==> src/rtl/mem_rr_arbiter.sv <==
// Two-requester round-robin arbiter in front of a single-port memory, with an in-order
// tag FIFO for read-response routing. Optional grant counters: define MEM_ARB_PERF_EN.
module mem_rr_arbiter #(
    parameter int ADDR_W    = 4,
    parameter int DATA_W    = 32,
    parameter int MAX_OUTST = 4
) (
    input  logic              i_mem_clk,
    input  logic              i_mem_rst_n,
    input  logic              i_a_vld,
    input  logic              i_a_wen,
    input  logic [ADDR_W-1:0] i_a_addr,
    input  logic [DATA_W-1:0] i_a_din,
    output logic              o_a_rdy,
    output logic              o_a_rsp_vld,
    output logic [DATA_W-1:0] o_a_rsp_data,
    input  logic              i_b_vld,
    input  logic              i_b_wen,
    input  logic [ADDR_W-1:0] i_b_addr,
    input  logic [DATA_W-1:0] i_b_din,
    output logic              o_b_rdy,
    output logic              o_b_rsp_vld,
    output logic [DATA_W-1:0] o_b_rsp_data,
    output logic              o_mem_wen,
    output logic              o_mem_ren,
    output logic [ADDR_W-1:0] o_mem_addr,
    output logic [DATA_W-1:0] o_mem_din,
    input  logic [DATA_W-1:0] i_mem_dout,
    input  logic              i_mem_vld_out,
    output logic              o_err
`ifdef MEM_ARB_PERF_EN
    ,
    output logic [15:0]       o_a_gnt_cnt,
    output logic [15:0]       o_b_gnt_cnt
`endif
);

    localparam logic [3:0] MAX_CNT  = 4'(MAX_OUTST);
    localparam logic [2:0] LAST_IDX = 3'(MAX_OUTST - 1);

    function automatic logic [2:0] next_idx(input logic [2:0] idx);
        return (idx == LAST_IDX) ? 3'd0 : idx + 3'd1;
    endfunction

    logic [3:0]        cnt_q, cnt_d;
    logic [2:0]        wr_ptr_q, wr_ptr_d, rd_ptr_q, rd_ptr_d;
    logic [7:0]        tag_q, tag_d;
    logic              ptr_q, ptr_d;
    logic              mem_wen_q, mem_wen_d, mem_ren_q, mem_ren_d;
    logic [ADDR_W-1:0] mem_addr_q, mem_addr_d;
    logic [DATA_W-1:0] mem_din_q, mem_din_d;
    logic              a_rsp_vld_q, a_rsp_vld_d, b_rsp_vld_q, b_rsp_vld_d;
    logic [DATA_W-1:0] a_rsp_data_q, a_rsp_data_d, b_rsp_data_q, b_rsp_data_d;
    logic              err_q, err_d;
    logic              a_elig_s, b_elig_s, gnt_a_s, gnt_b_s, xfer_s, push_s, pop_s, head_s;

    // Arbitration, tag FIFO bookkeeping and next values of all registered outputs
    always_comb begin
        a_elig_s     = i_a_vld & (i_a_wen | (cnt_q < MAX_CNT));
        b_elig_s     = i_b_vld & (i_b_wen | (cnt_q < MAX_CNT));
        // ptr_q = 1 means B was granted last, so A wins a tie
        gnt_a_s      = a_elig_s & (~b_elig_s | ptr_q);
        gnt_b_s      = b_elig_s & ~gnt_a_s;
        xfer_s       = gnt_a_s | gnt_b_s;
        push_s       = xfer_s & ~(gnt_a_s ? i_a_wen : i_b_wen);
        pop_s        = i_mem_vld_out & (cnt_q != 4'd0);
        head_s       = tag_q[rd_ptr_q];
        ptr_d        = xfer_s ? gnt_b_s : ptr_q;
        tag_d        = tag_q;
        wr_ptr_d     = wr_ptr_q;
        rd_ptr_d     = rd_ptr_q;
        cnt_d        = cnt_q;
        mem_addr_d   = mem_addr_q;
        mem_din_d    = mem_din_q;
        a_rsp_data_d = a_rsp_data_q;
        b_rsp_data_d = b_rsp_data_q;
        if (push_s) begin
            tag_d[wr_ptr_q] = gnt_b_s;
            wr_ptr_d        = next_idx(wr_ptr_q);
        end else begin
            wr_ptr_d = wr_ptr_q;
        end
        if (pop_s) begin
            rd_ptr_d = next_idx(rd_ptr_q);
        end else begin
            rd_ptr_d = rd_ptr_q;
        end
        case ({push_s, pop_s})
            2'b10:   cnt_d = cnt_q + 4'd1;
            2'b01:   cnt_d = cnt_q - 4'd1;
            default: cnt_d = cnt_q;
        endcase
        mem_wen_d = xfer_s & ~push_s;
        mem_ren_d = push_s;
        if (xfer_s) begin
            mem_addr_d = gnt_a_s ? i_a_addr : i_b_addr;
            mem_din_d  = gnt_a_s ? i_a_din : i_b_din;
        end else begin
            mem_addr_d = mem_addr_q;
        end
        a_rsp_vld_d = pop_s & ~head_s;
        b_rsp_vld_d = pop_s & head_s;
        if (a_rsp_vld_d) begin
            a_rsp_data_d = i_mem_dout;
        end else begin
            a_rsp_data_d = a_rsp_data_q;
        end
        if (b_rsp_vld_d) begin
            b_rsp_data_d = i_mem_dout;
        end else begin
            b_rsp_data_d = b_rsp_data_q;
        end
        err_d = err_q | (i_mem_vld_out & (cnt_q == 4'd0));
    end

    // State and output registers with synchronous reset
    always_ff @(posedge i_mem_clk) begin
        if (!i_mem_rst_n) begin
            cnt_q        <= 4'd0;
            wr_ptr_q     <= 3'd0;
            rd_ptr_q     <= 3'd0;
            tag_q        <= 8'd0;
            ptr_q        <= 1'b1;
            mem_wen_q    <= 1'b0;
            mem_ren_q    <= 1'b0;
            mem_addr_q   <= '0;
            mem_din_q    <= '0;
            a_rsp_vld_q  <= 1'b0;
            b_rsp_vld_q  <= 1'b0;
            a_rsp_data_q <= '0;
            b_rsp_data_q <= '0;
            err_q        <= 1'b0;
        end else begin
            cnt_q        <= cnt_d;
            wr_ptr_q     <= wr_ptr_d;
            rd_ptr_q     <= rd_ptr_d;
            tag_q        <= tag_d;
            ptr_q        <= ptr_d;
            mem_wen_q    <= mem_wen_d;
            mem_ren_q    <= mem_ren_d;
            mem_addr_q   <= mem_addr_d;
            mem_din_q    <= mem_din_d;
            a_rsp_vld_q  <= a_rsp_vld_d;
            b_rsp_vld_q  <= b_rsp_vld_d;
            a_rsp_data_q <= a_rsp_data_d;
            b_rsp_data_q <= b_rsp_data_d;
            err_q        <= err_d;
        end
    end

    assign o_a_rdy      = gnt_a_s;
    assign o_b_rdy      = gnt_b_s;
    assign o_mem_wen    = mem_wen_q;
    assign o_mem_ren    = mem_ren_q;
    assign o_mem_addr   = mem_addr_q;
    assign o_mem_din    = mem_din_q;
    assign o_a_rsp_vld  = a_rsp_vld_q;
    assign o_b_rsp_vld  = b_rsp_vld_q;
    assign o_a_rsp_data = a_rsp_data_q;
    assign o_b_rsp_data = b_rsp_data_q;
    assign o_err        = err_q;

`ifdef MEM_ARB_PERF_EN
    logic [15:0] a_gnt_cnt_q, b_gnt_cnt_q;

    // Saturating per-requester grant counters
    always_ff @(posedge i_mem_clk) begin
        if (!i_mem_rst_n) begin
            a_gnt_cnt_q <= 16'd0;
            b_gnt_cnt_q <= 16'd0;
        end else begin
            if (gnt_a_s && (a_gnt_cnt_q != 16'hFFFF)) begin
                a_gnt_cnt_q <= a_gnt_cnt_q + 16'd1;
            end else begin
                a_gnt_cnt_q <= a_gnt_cnt_q;
            end
            if (gnt_b_s && (b_gnt_cnt_q != 16'hFFFF)) begin
                b_gnt_cnt_q <= b_gnt_cnt_q + 16'd1;
            end else begin
                b_gnt_cnt_q <= b_gnt_cnt_q;
            end
        end
    end

    assign o_a_gnt_cnt = a_gnt_cnt_q;
    assign o_b_gnt_cnt = b_gnt_cnt_q;
`endif

endmodule

==> config.mk <==
export PLATFORM = sky130hd
export DESIGN_NAME = mem_rr_arbiter
export DESIGN_NICKNAME = d
export VERILOG_FILES = /design/src/rtl/mem_rr_arbiter.sv
export SDC_FILE = /design/constraint.sdc
export NUM_CORES = 1
export LEC_CHECK = 0
export CORE_ASPECT_RATIO = 1.4
export CORE_MARGIN = 4
export CORE_UTILIZATION = 25
export CTS_CLUSTER_SIZE = 20
export DETAILED_ROUTE_END_ITERATION = 8
export PLACE_DENSITY = 0.52
export SKIP_CTS_REPAIR_TIMING = 1
export SLEW_MARGIN = 20
export SYNTH_ARGS = -nofsm -noshare
export SYNTH_HDL_FRONTEND = slang
export SYNTH_SLANG_ARGS = --single-unit
==> constraint.sdc <==
create_clock -name i_mem_clk -period 6.9 [get_ports i_mem_clk]
set_input_delay 2.07 -clock i_mem_clk [delete_from_list [all_inputs] [get_ports i_mem_clk]]
set_output_delay 2.07 -clock i_mem_clk [all_outputs]
set_load 0.01 [all_outputs]
== After elaboration in Yosys (flattened, before gate mapping) ==
Index checks and enable logic that the tools add are counted.
Storage, ports and cells
  register bits after elaboration: 124
  output and inout bits: 107
  input bits: 111
  logic and storage cells: 61
Cells by class
  bitwise gates (word level): 20
  eq/ne operators: 4
  order comparisons: 4
  reduce and logical (&&, ||, !) cells: 4
  add/subtract/negate cells: 4
  mux-type cells: 11
Operators with widths (count)
  $mux 32: 1
  $and 1x1->1: 10
  $bwmux 8: 1
  $lt 3x4->1 const B: 2
  $pmux 4 s2: 1
  $add 3x1->3 const B: 2
  $eq 3x2->1 const B: 2
  $mux 3: 2
  $not 1->1: 5
  $or 1x1->1: 5
  $add 4x1->4 const B: 1
  $logic_not 4->1: 1
  $lt 4x3->1 const B: 1
  $mux 4: 1
  $reduce_bool 4->1: 1
  $sub 4x1->4 const B: 1
  $bmux 1 s3: 1
  $demux 1 s3: 1
  $ge 3x1->1 const B: 1
  $mux 1: 3
  $eq 2x1->1 const B: 1
  $eq 2x2->1 const B: 1
  $reduce_bool 2->1: 1
  $logic_and 1x1->1: 1

== Longest topological paths before layout ==
Gate-level depths: netlist of run 1.
  word-level depth: 12
  gate-level depth with buffers: 11
  depth with buffers taken out: 10

== Worst setup path before layout of run 1 ==
OpenSTA, ideal clock, no wires.
  kind: input to output
  start: input port i_b_wen
  end: output port o_a_rdy
  buffers on the path: 2
  required time: 4.830 ns
  cell stages on the path: 5
  setup slack: 1.916 ns
  arrival time: 2.914 ns
  path through: o21ba_2 o311ai_2 buf_4 buf_6 inv_1
On the way
  longest elaborated chain between the ends: 5
RTL lines
  from (decl): RTL line 18  | input logic i_b_wen,
  $or 1x1->1: RTL line 60  | b_elig_s = i_b_vld & (i_b_wen | (cnt_q < MAX_CNT));
  $and 1x1->1: RTL line 60
  $not 1->1: RTL line 62  | gnt_a_s = a_elig_s & (~b_elig_s | ptr_q);
  $or 1x1->1: RTL line 62
  $and 1x1->1: RTL line 62
  to (decl): RTL line 14  | output logic o_a_rdy,
Every way passes these cells.

== Final worst setup path of run 1 ==
  start: input port i_a_wen
  end: output port o_a_rdy
On the way
  longest elaborated chain between the ends: 3
RTL lines
  from (decl): RTL line 11  | input logic i_a_wen,
  $or 1x1->1: RTL line 59  | a_elig_s = i_a_vld & (i_a_wen | (cnt_q < MAX_CNT));
  $and 1x1->1: RTL line 59
  $and 1x1->1: RTL line 62
Every way passes these cells.

==> results.md, run 1 <==
* Leak pwr at 3.29 nW
* Avg WL per Cell at 15.4 um
* Post-route clock period utilization at 0.827
* Vias in the first global route at 4605
* Share of layout cells above drive strength 1 at 0.0622
* Die X at 130 um
* Mapped Cells at 506
* MaxCap Viol Count at 0
* DRT iter0 DRCs at 121
* Synth area leaders: dfxtp_1 48%, mux2i_1 22%, nand2_1 8.3%
* Total GRT Usage at 0.128
* IO Count at 218
* H-tree levels at 4
* DRC Markers at 0
* Crit path DAT at 3.64 ns
* Rows at 62
* Final Critical Period at 5.71 ns
* Ys Warns at 0
* Setup tns final at 0 ns
* Final nets at 827
* Fin cells at 980
* Fin Clk Skew at 0.00960 ns
* Status: complete, no violations
* Worst Max-Slew Pin Slew at 0.940 ns
* Core area at 0.0205 mm2
* First-pass GRT wire length at 23400 um
* DR vias/cell at 4.49
* Fin. max-slew vios at 0
* Clock tree root buffer cell: clkbuf_16
* Hold Vio Cnt, Final at 0
* Clk pin slew, worst setup/hold paths at 0.06 ns
* Syn Area/Cell at 10.2 um2
* IO buf count at 217
* RSZ-0062 raised after global routing: no
* Seq/Total Area, Yosys at 0.480
* Register bit count reported by yosys at 124
* Area grow syn2layout at 56.7%
* Post-Syn Area at 0.00518 mm2
* Area leader, netlist: dfxtp_1
* WP data required at 4.83 ns
* PwrDens at 335 mW/mm2
* Placed cells at 948
* Post-synthesis cell type count at 42
* Clk_lat worst skew at 0.41 ns
* Max Freq at 175 MHz
* Initial antenna violation count at 0
* Final setup vio count at 0
* Min-delay worst type: reg2reg
* Num CTS Buffers at 17
* Critical Path Start Type: primary input
* Maximum buffer depth of the clock tree at 2
* Chip height at 178 um
* Post-synth top area share at 0.480
* Total wire length at 15000 um
* Residual overflow from global routing at 0
* DP HPWL at 11100 um
* Slew margin rel. at 0.373
* Largest net degree at the start of global routing at 101
* CTS tree: yes
* DRT Pass-1 Iters at 4
* Max VDD drop at 146 uV
* Crit path max fanout at 4
* Starting Density at 0.253
* GP Congestion at 0.774
* Die area at 0.0231 mm2
* Syn nets at 622
* Power Total at 2.71 mW
* ANT cells at 0
* Antenna viol nets, final at 0
* Via count at 4405
* CP endpoint kind: output pin
* Total clock sinks at 124
* Kind of critical path: in2out
-- placed cells by master, fill, tap and decap left out, types with 4 or more instances in the layout --
master | Yosys | layout
o2bb2ai_1 | 36 | 36
ha_1 | 5 | 5
dfxtp_1 | 124 | 124
a21oi_1 | 9 | 9
clkbuf_16 | 0 | 17
nor2_1 | 8 | 8
nor2b_1 | 4 | 4
clkinvlp_4 | 0 | 4
o21ai_0 | 4 | 4
inv_1 | 5 | 5
clkinv_4 | 0 | 4
clkdlybuf4s50_1 | 0 | 216
buf_4 | 5 | 5
nand4_1 | 7 | 7
nand2_1 | 115 | 115
mux2i_1 | 114 | 114
nand2b_1 | 6 | 6
nand3b_1 | 4 | 4
-- cells in the mapped netlist (all sizes together) --
cell type and count:
dfxtp 124, nand2 115, mux2i 114, o2bb2ai 36, buf 19, clkbuf 16
a21oi 9, nand4 8, nor2 8, inv 6, nand2b 6, ha 5
nand3b 4, nor2b 4, o21ai 4, nor4 3, xor2 3, a31oi 2
nand4b 2, o21bai 2, a211oi 1, a21o 1, a2bb2oi 1, a311o 1
a311oi 1, a32o 1, a32oi 1, and2 1, and3 1, mux2 1
nand3 1, o211ai 1, o21ba 1, o311ai 1, or2 1, or3 1
-- cell families after synthesis --
kind of cell / synth area share
compound gates: 0.101
xor+xnor: 0.00508
fa+ha+maj: 0.0121
buf+inv: 0.0462
flops: 0.480
mux: 0.223
simple gates: 0.132
-- through the flow --
step	utilization	setup slack [ns]	area [um2]	hold slack [ns]
floorplan	-	1.92	5180	0.434
global placement	0.366	1.22	7490	0.443
detailed placement	0.366	1.20	7490	0.447
global route	0.396	1.09	8110	0.471
CTS	0.396	1.18	8110	0.456
finish	0.396	1.19	8110	0.455
-- worst paths after layout --
path | startpoint | to | slack, ns | cells after the start
hold reg to reg | o_a_rsp_data[4] | o_a_rsp_data[4] | 0.46 | 2
hold / removal | o_a_rsp_data[4] | o_a_rsp_data[4] | 0.46 | 2
setup reg to reg | cnt_q[3] | cnt_q[2] | 4.23 | 10
setup / recovery | i_a_wen | o_a_rdy | 1.19 | 5
-- layout make-up --
class	count	area, um2
clock buffers	20	457
flip-flops and latches	124	2480
fillers	2032	12400
repair buffers	221	2200
clock inverters	12	164
well taps	256	320
inverters	6	22.5
multi-input cells	341	2470
-- where the power goes --
part / switching (mW) / internal (mW) / leakage [nW]
clock: 0.329 / 0.590 / 0.289
sequential: 0.0912 / 0.846 / 1.01
combinational: 0.406 / 0.452 / 1.98
-- state kept, by name (all words and copies together) (netlist names) --
| signal | flops |
|---|---|
| o_a_rsp_vld | 1 |
| rd_ptr_q | 3 |
| ptr_q | 1 |
| wr_ptr_q | 3 |
| o_mem_din | 32 |
| tag_q | 8 |
| o_err | 1 |
| cnt_q | 4 |
| o_mem_ren | 1 |
| o_b_rsp_data | 32 |
| o_mem_addr | 4 |
| o_b_rsp_vld | 1 |
| o_a_rsp_data | 32 |
| o_mem_wen | 1 |
-- critical path: stages --
cell and delay [ns]:
clkdlybuf4s50_1 0.51, o21bai_1 0.25, o311ai_4 0.19, inv_1 0.08, clkdlybuf4s50_1 0.53
-- per-layer routing --
| layer | up-vias | global-route usage | wire (um) |
|---|---|---|---|
| met3 | 9 | 0.0755 | 2180 |
| met2 | 211 | 0.218 | 6940 |
| met4 | 0 | 0.0420 | 133 |
| met5 | - | 0 | 0 |
| met1 | 2004 | 0.132 | 5790 |
| li1 | 2181 | - | - |
Power figures use the tool's default switching activity.
==> inputs of run 2 (changes only) <==
Clock period 6.9 ns to 5.65 ns, I/O delays scaled along.
==> run 2 against run 1 <==
Power up 24%. Clock-buffer cell count down 1. Global-route usage fell by 0.13 points. Cell count is the same. Clock skew grew 0.0018 ns. Register-to-register slack worse by 1.2 ns. Critical path depth is the same. Non-clock buffer count unchanged. Largest cell class unchanged.
==> results.md, run 2 (same netlist as run 1, synthesis figures left out) <==
* DRC Markers at 0
* Leak pwr at 3.30 nW
* Share of layout cells above drive strength 1 at 0.0635
* RSZ-0062 raised after global routing: no
* Status: complete, no violations
* Total clock sinks at 124
* Vias in the first global route at 4585
* Crit path max-delay family: buffers and inverters
* WP data required at 3.95 ns
* PwrDens at 414 mW/mm2
* Switching share of power at 0.302
* Antenna viol nets, final at 0
* Switching power at 1.02 mW
* Num CTS Buffers at 17
* Max Freq at 202 MHz
* DRT Pass-1 Iters at 4
* H-tree levels at 4
* Crit path DAT at 3.27 ns
* Largest net degree at the start of global routing at 97
* Kind of critical path: in2out
* Starting Density at 0.253
* Part of the power in combinational logic at 0.312
* Hold Vio Cnt, Final at 0
* Multi-input logic area at 0.00247 mm2
* Chip height at 178 um
* Min-delay worst type: reg2reg
* DP HPWL at 11200 um
* GP Congestion at 0.785
* CP endpoint kind: output pin
* Most frequent cells in the layout: 216 x clkdlybuf4s50_1, 124 x dfxtp_1, 115 x nand2_1
* Die area at 0.0231 mm2
* Avg WL per Cell at 15.5 um
* DR vias/cell at 4.54
* Seq. cell area at 0.00248 mm2
* IO buf count at 217
* Area grow syn2layout at 57.1%
* Clk_lat worst skew at 0.41 ns
* Final nets at 827
* Max incr delay on CP at 0.53 ns
* Met2 usage at 0.215
* Clk pin slew, worst setup/hold paths at 0.06 ns
* Fin. max-slew vios at 0
* CP Buf/Inv Count at 3
* Final Critical Period at 4.96 ns
* Maximum buffer depth of the clock tree at 2
* ANT cells at 0
* Final Util at 0.397
* Critical Path Start Type: primary input
* Final setup vio count at 0
* Commonest non-fill, non-tap cell in the layout: clkdlybuf4s50_1
* Total GRT Usage at 0.127
* Via count at 4447
* Die X at 130 um
* Slowest-stage cell, CP: clkdlybuf4s50_1
* Initial antenna violation count at 0
* First-pass GRT wire length at 23300 um
* Clock tree root buffer cell: clkbuf_16
* Core area at 0.0205 mm2
* Fin Clk Skew at 0.0114 ns
* Max VDD drop at 209 uV
* CTS tree: yes
* FILL cells at 2050
* Register share of total power at 0.340
* Grt met3 use at 0.0677
* Cell internal pwr at 2.35 mW
* Clock power share at 0.348
* Setup tns final at 0 ns
* CP most frequent cell: clkdlybuf4s50_1
* Slew margin rel. at 0.396
* Total wire length at 15200 um
* DRT iter0 DRCs at 81
* MaxCap Viol Count at 0
* IO Count at 218
* Rows at 62
* Worst Max-Slew Pin Slew at 0.906 ns
* GR peak layer: met2
* Residual overflow from global routing at 0
* Grt met1 use at 0.132
* Post-route clock period utilization at 0.878
* CP Cell Sequence: clkdlybuf4s50_1 > o21bai_1 > o311ai_4 > inv_1 > clkdlybuf4s50_1
* Crit path max fanout at 4
[run 2: cell types whose count changed in the layout (fill, tap and decap cells not counted), sizes merged]
cell | previous run | this run
clkinv | 4 | 2
bufinv | 3 | 4
clkbuf | 20 | 19
clkinvlp | 4 | 5
inv | 7 | 8
[run 2: power groups by stage]
stage               Sequential (mW)  Combinational (mW)  Clock, mW
floorplan                      1.20               0.581          0
global placement               1.15                1.05          0
detailed placement             1.16                1.07          0
CTS                            1.15                1.07       1.22
global route                   1.17                1.14       1.25
finish                         1.14                1.05       1.17
[run 2: tightest hold or removal path, stage by stage (launching register included)]
cell,delay [ns]
dfxtp_1,0.31
nand2_1,0.05
mux2i_1,0.05
[run 2: path summary, 6_finish.rpt]
kind / startpoint / end / slack [ns] / cells after the start
worst min register to register: o_a_rsp_data[1] / o_a_rsp_data[1] / 0.46 / 2
worst max register to register: ptr_q / cnt_q[2] / 3.00 / 10
worst min-delay path: o_a_rsp_data[1] / o_a_rsp_data[1] / 0.46 / 2
worst max-delay path: i_a_wen / o_a_rdy / 0.69 / 5
[run 2: stage by stage]
stage / instances / hold slack (ns) / power (mW) / setup WS, ns / cell area [um2]
6_report: 980 / 0.457 / 3.36 / 0.689 / 8130
5_1_grt: 980 / 0.473 / 3.56 / 0.576 / 8130
4_1_cts: 980 / 0.460 / 3.43 / 0.685 / 8130
3_5_place_dp: 948 / 0.446 / 2.22 / 0.697 / 7490
3_3_place_gp: 948 / 0.443 / 2.21 / 0.727 / 7490
2_1_floorplan: 506 / 0.434 / 1.78 / 1.42 / 5180
[run 2: metal layers]
layer  wire length [um]  share of wire
met1               5930           0.39
met2               7030           0.46
met3               2030           0.13
met4                165          0.011
met5                  0              0
[run 2: layout make-up]
type,count,area share
Multi-Input combinational cell,341,0.303
Sequential cell,124,0.305
Timing Repair Buffer,221,0.270
Clock inverter,13,0.0232
Tap cell,256,0.0394
Clock buffer,19,0.0557
Inverter,6,0.00277
==> inputs of run 3 (changes only) <==
Settings changed: RECOVER_POWER set to 50.
==> run 3 against run 2 <==
The run now ends with capacitance limit, slew limit left. Critical endpoint unchanged. Power fell by 1.1%. Critical path type unchanged. First-iteration DRC count did not move. Global-route usage did not move. Clock-buffer cell count did not move. Die area did not move. Routed wire length barely moved.
==> results.md, run 3 (same netlist as run 1, synthesis figures left out) <==
* Post-route cell area at 0.00813 mm2
* Setup tns final at 0 ns
* Residual overflow from global routing at 0
* First-pass GRT wire length at 23300 um
* RSZ-0062 raised after global routing: no
* CP endpoint kind: output pin
* Failing checks: capacitance limit, slew limit
* Max VDD drop at 209 uV
* DR vias/cell at 4.52
* Status: finished, violations left
* Kind of critical path: in2out
* Initial antenna violation count at 0
* Antenna viol nets, final at 0
* Avg WL per Cell at 15.5 um
* Most frequent cells in the layout: 143 x clkdlybuf4s50_1, 124 x dfxtp_1, 115 x nand2_1
* WP data required at 3.95 ns
* DRC Markers at 0
* IO buf count at 217
* Die X at 130 um
* GP Congestion at 0.785
* Fin Clk Skew at 0.0114 ns
* Total clock sinks at 124
* Slew margin rel. at -0.171
* Core area at 0.0205 mm2
* Clk_lat worst skew at 0.41 ns
* CTS tree: yes
* Starting Density at 0.253
* Num CTS Buffers at 17
* DRT iter0 DRCs at 81
* Fin. max-slew vios at 97
* Clk pin slew, worst setup/hold paths at 0.06 ns
* Clock tree root buffer cell: clkbuf_16
* Final nets at 827
* Die area at 0.0231 mm2
* Cells on worst reg2reg path at 10
* Worst Max-Slew Pin Slew at 1.76 ns
* IO Count at 218
* Post-route clock period utilization at 0.891
* Leak pwr at 3.50 nW
* Hold_ws at 0.453 ns
* Hold Vio Cnt, Final at 0
* Maximum buffer depth of the clock tree at 2
* Largest net degree at the start of global routing at 97
* Total GRT Usage at 0.127
* Min-delay worst type: reg2reg
* Final Critical Period at 5.04 ns
* Critical R2R Launch: cnt_q[3]
* Power Total at 3.33 mW
* Rows at 62
* DRT Pass-1 Iters at 4
* WHS Endpoint: o_mem_addr[3]
* Chip height at 178 um
* Via count at 4427
* Max incr delay on CP at 0.57 ns
* CP Cell Sequence: dlygate4sd3_1 > o21bai_1 > o311ai_4 > inv_1 > clkdlybuf4s50_1
* Min-Delay Startpoint: o_mem_addr[3]
* Hold Path Cell Cnt at 1
* FILL cells at 2051
* MaxCap Viol Count at 1
* Area grow syn2layout at 57.0%
* Crit path max fanout at 4
* Commonest non-fill, non-tap cell in the layout: clkdlybuf4s50_1
* Total wire length at 15200 um
* R2R setup slack at 2.99 ns
* DP HPWL at 11200 um
* Final setup vio count at 0
* Critical Path Start Type: primary input
* Share of layout cells above drive strength 1 at 0.0608
* PwrDens at 409 mW/mm2
* Dpl ws at 0.697 ns
* Reg-to-reg endpoint: cnt_q[2]
* Critical path origin: i_a_wen
* Slowest-stage cell, CP: dlygate4sd3_1
* Placement Cell Area at 0.00749 mm2
* Vias in the first global route at 4585
* Max Freq at 199 MHz
* Crit path DAT at 3.34 ns
* H-tree levels at 4
* ANT cells at 0
* Final WS setup at 0.614 ns
==> run 3: cell type report <==
cell class,instances,area [um2],share of cell area
clock buffer,19,453,0.0557
clock inverter,13,189,0.0232
inverter,6,22.5,0.00277
multi-input combinational,341,2470,0.303
sequential,124,2480,0.305
tap,256,320,0.0394
timing repair buffer,221,2190,0.270
==> run 3: worst max-delay path by stage <==
stage / slack (ns) / cells after the start / endpoint
4_1_cts: 0.68 / 5 / o_a_rdy
3_5_place_dp: 0.70 / 5 / o_a_rdy
6_report: 0.61 / 5 / o_a_rdy
5_1_grt: 0.50 / 5 / o_a_rdy
2_1_floorplan: 1.42 / 5 / o_a_rdy
3_3_place_gp: 0.73 / 5 / o_a_rdy
==> run 3: metal layers <==
layer / track usage / vias to the layer above / part of all wire
met4: 0.0494 / 0 / 0.011
met5: 0 / - / 0
met1: 0.132 / 2024 / 0.39
li1: - / 2189 / -
met2: 0.215 / 204 / 0.46
met3: 0.0677 / 10 / 0.13
==> run 3: per-stage QoR <==
step | util | instances
floorplan | - | 506
CTS | 0.397 | 980
global route | 0.397 | 980
detailed placement | 0.366 | 948
finish | 0.397 | 980
global placement | 0.366 | 948
==> run 3: report_power, final <==
part	internal (mW)	switching [mW]	total, mW
combinational	0.520	0.495	1.01
clock	0.764	0.409	1.17
sequential	1.03	0.107	1.14
==> run 3: critical path, delay by kind of cell <==
kind,cells,cell delay (ns)
buf+inv,3,1.18
compound gates,2,0.45
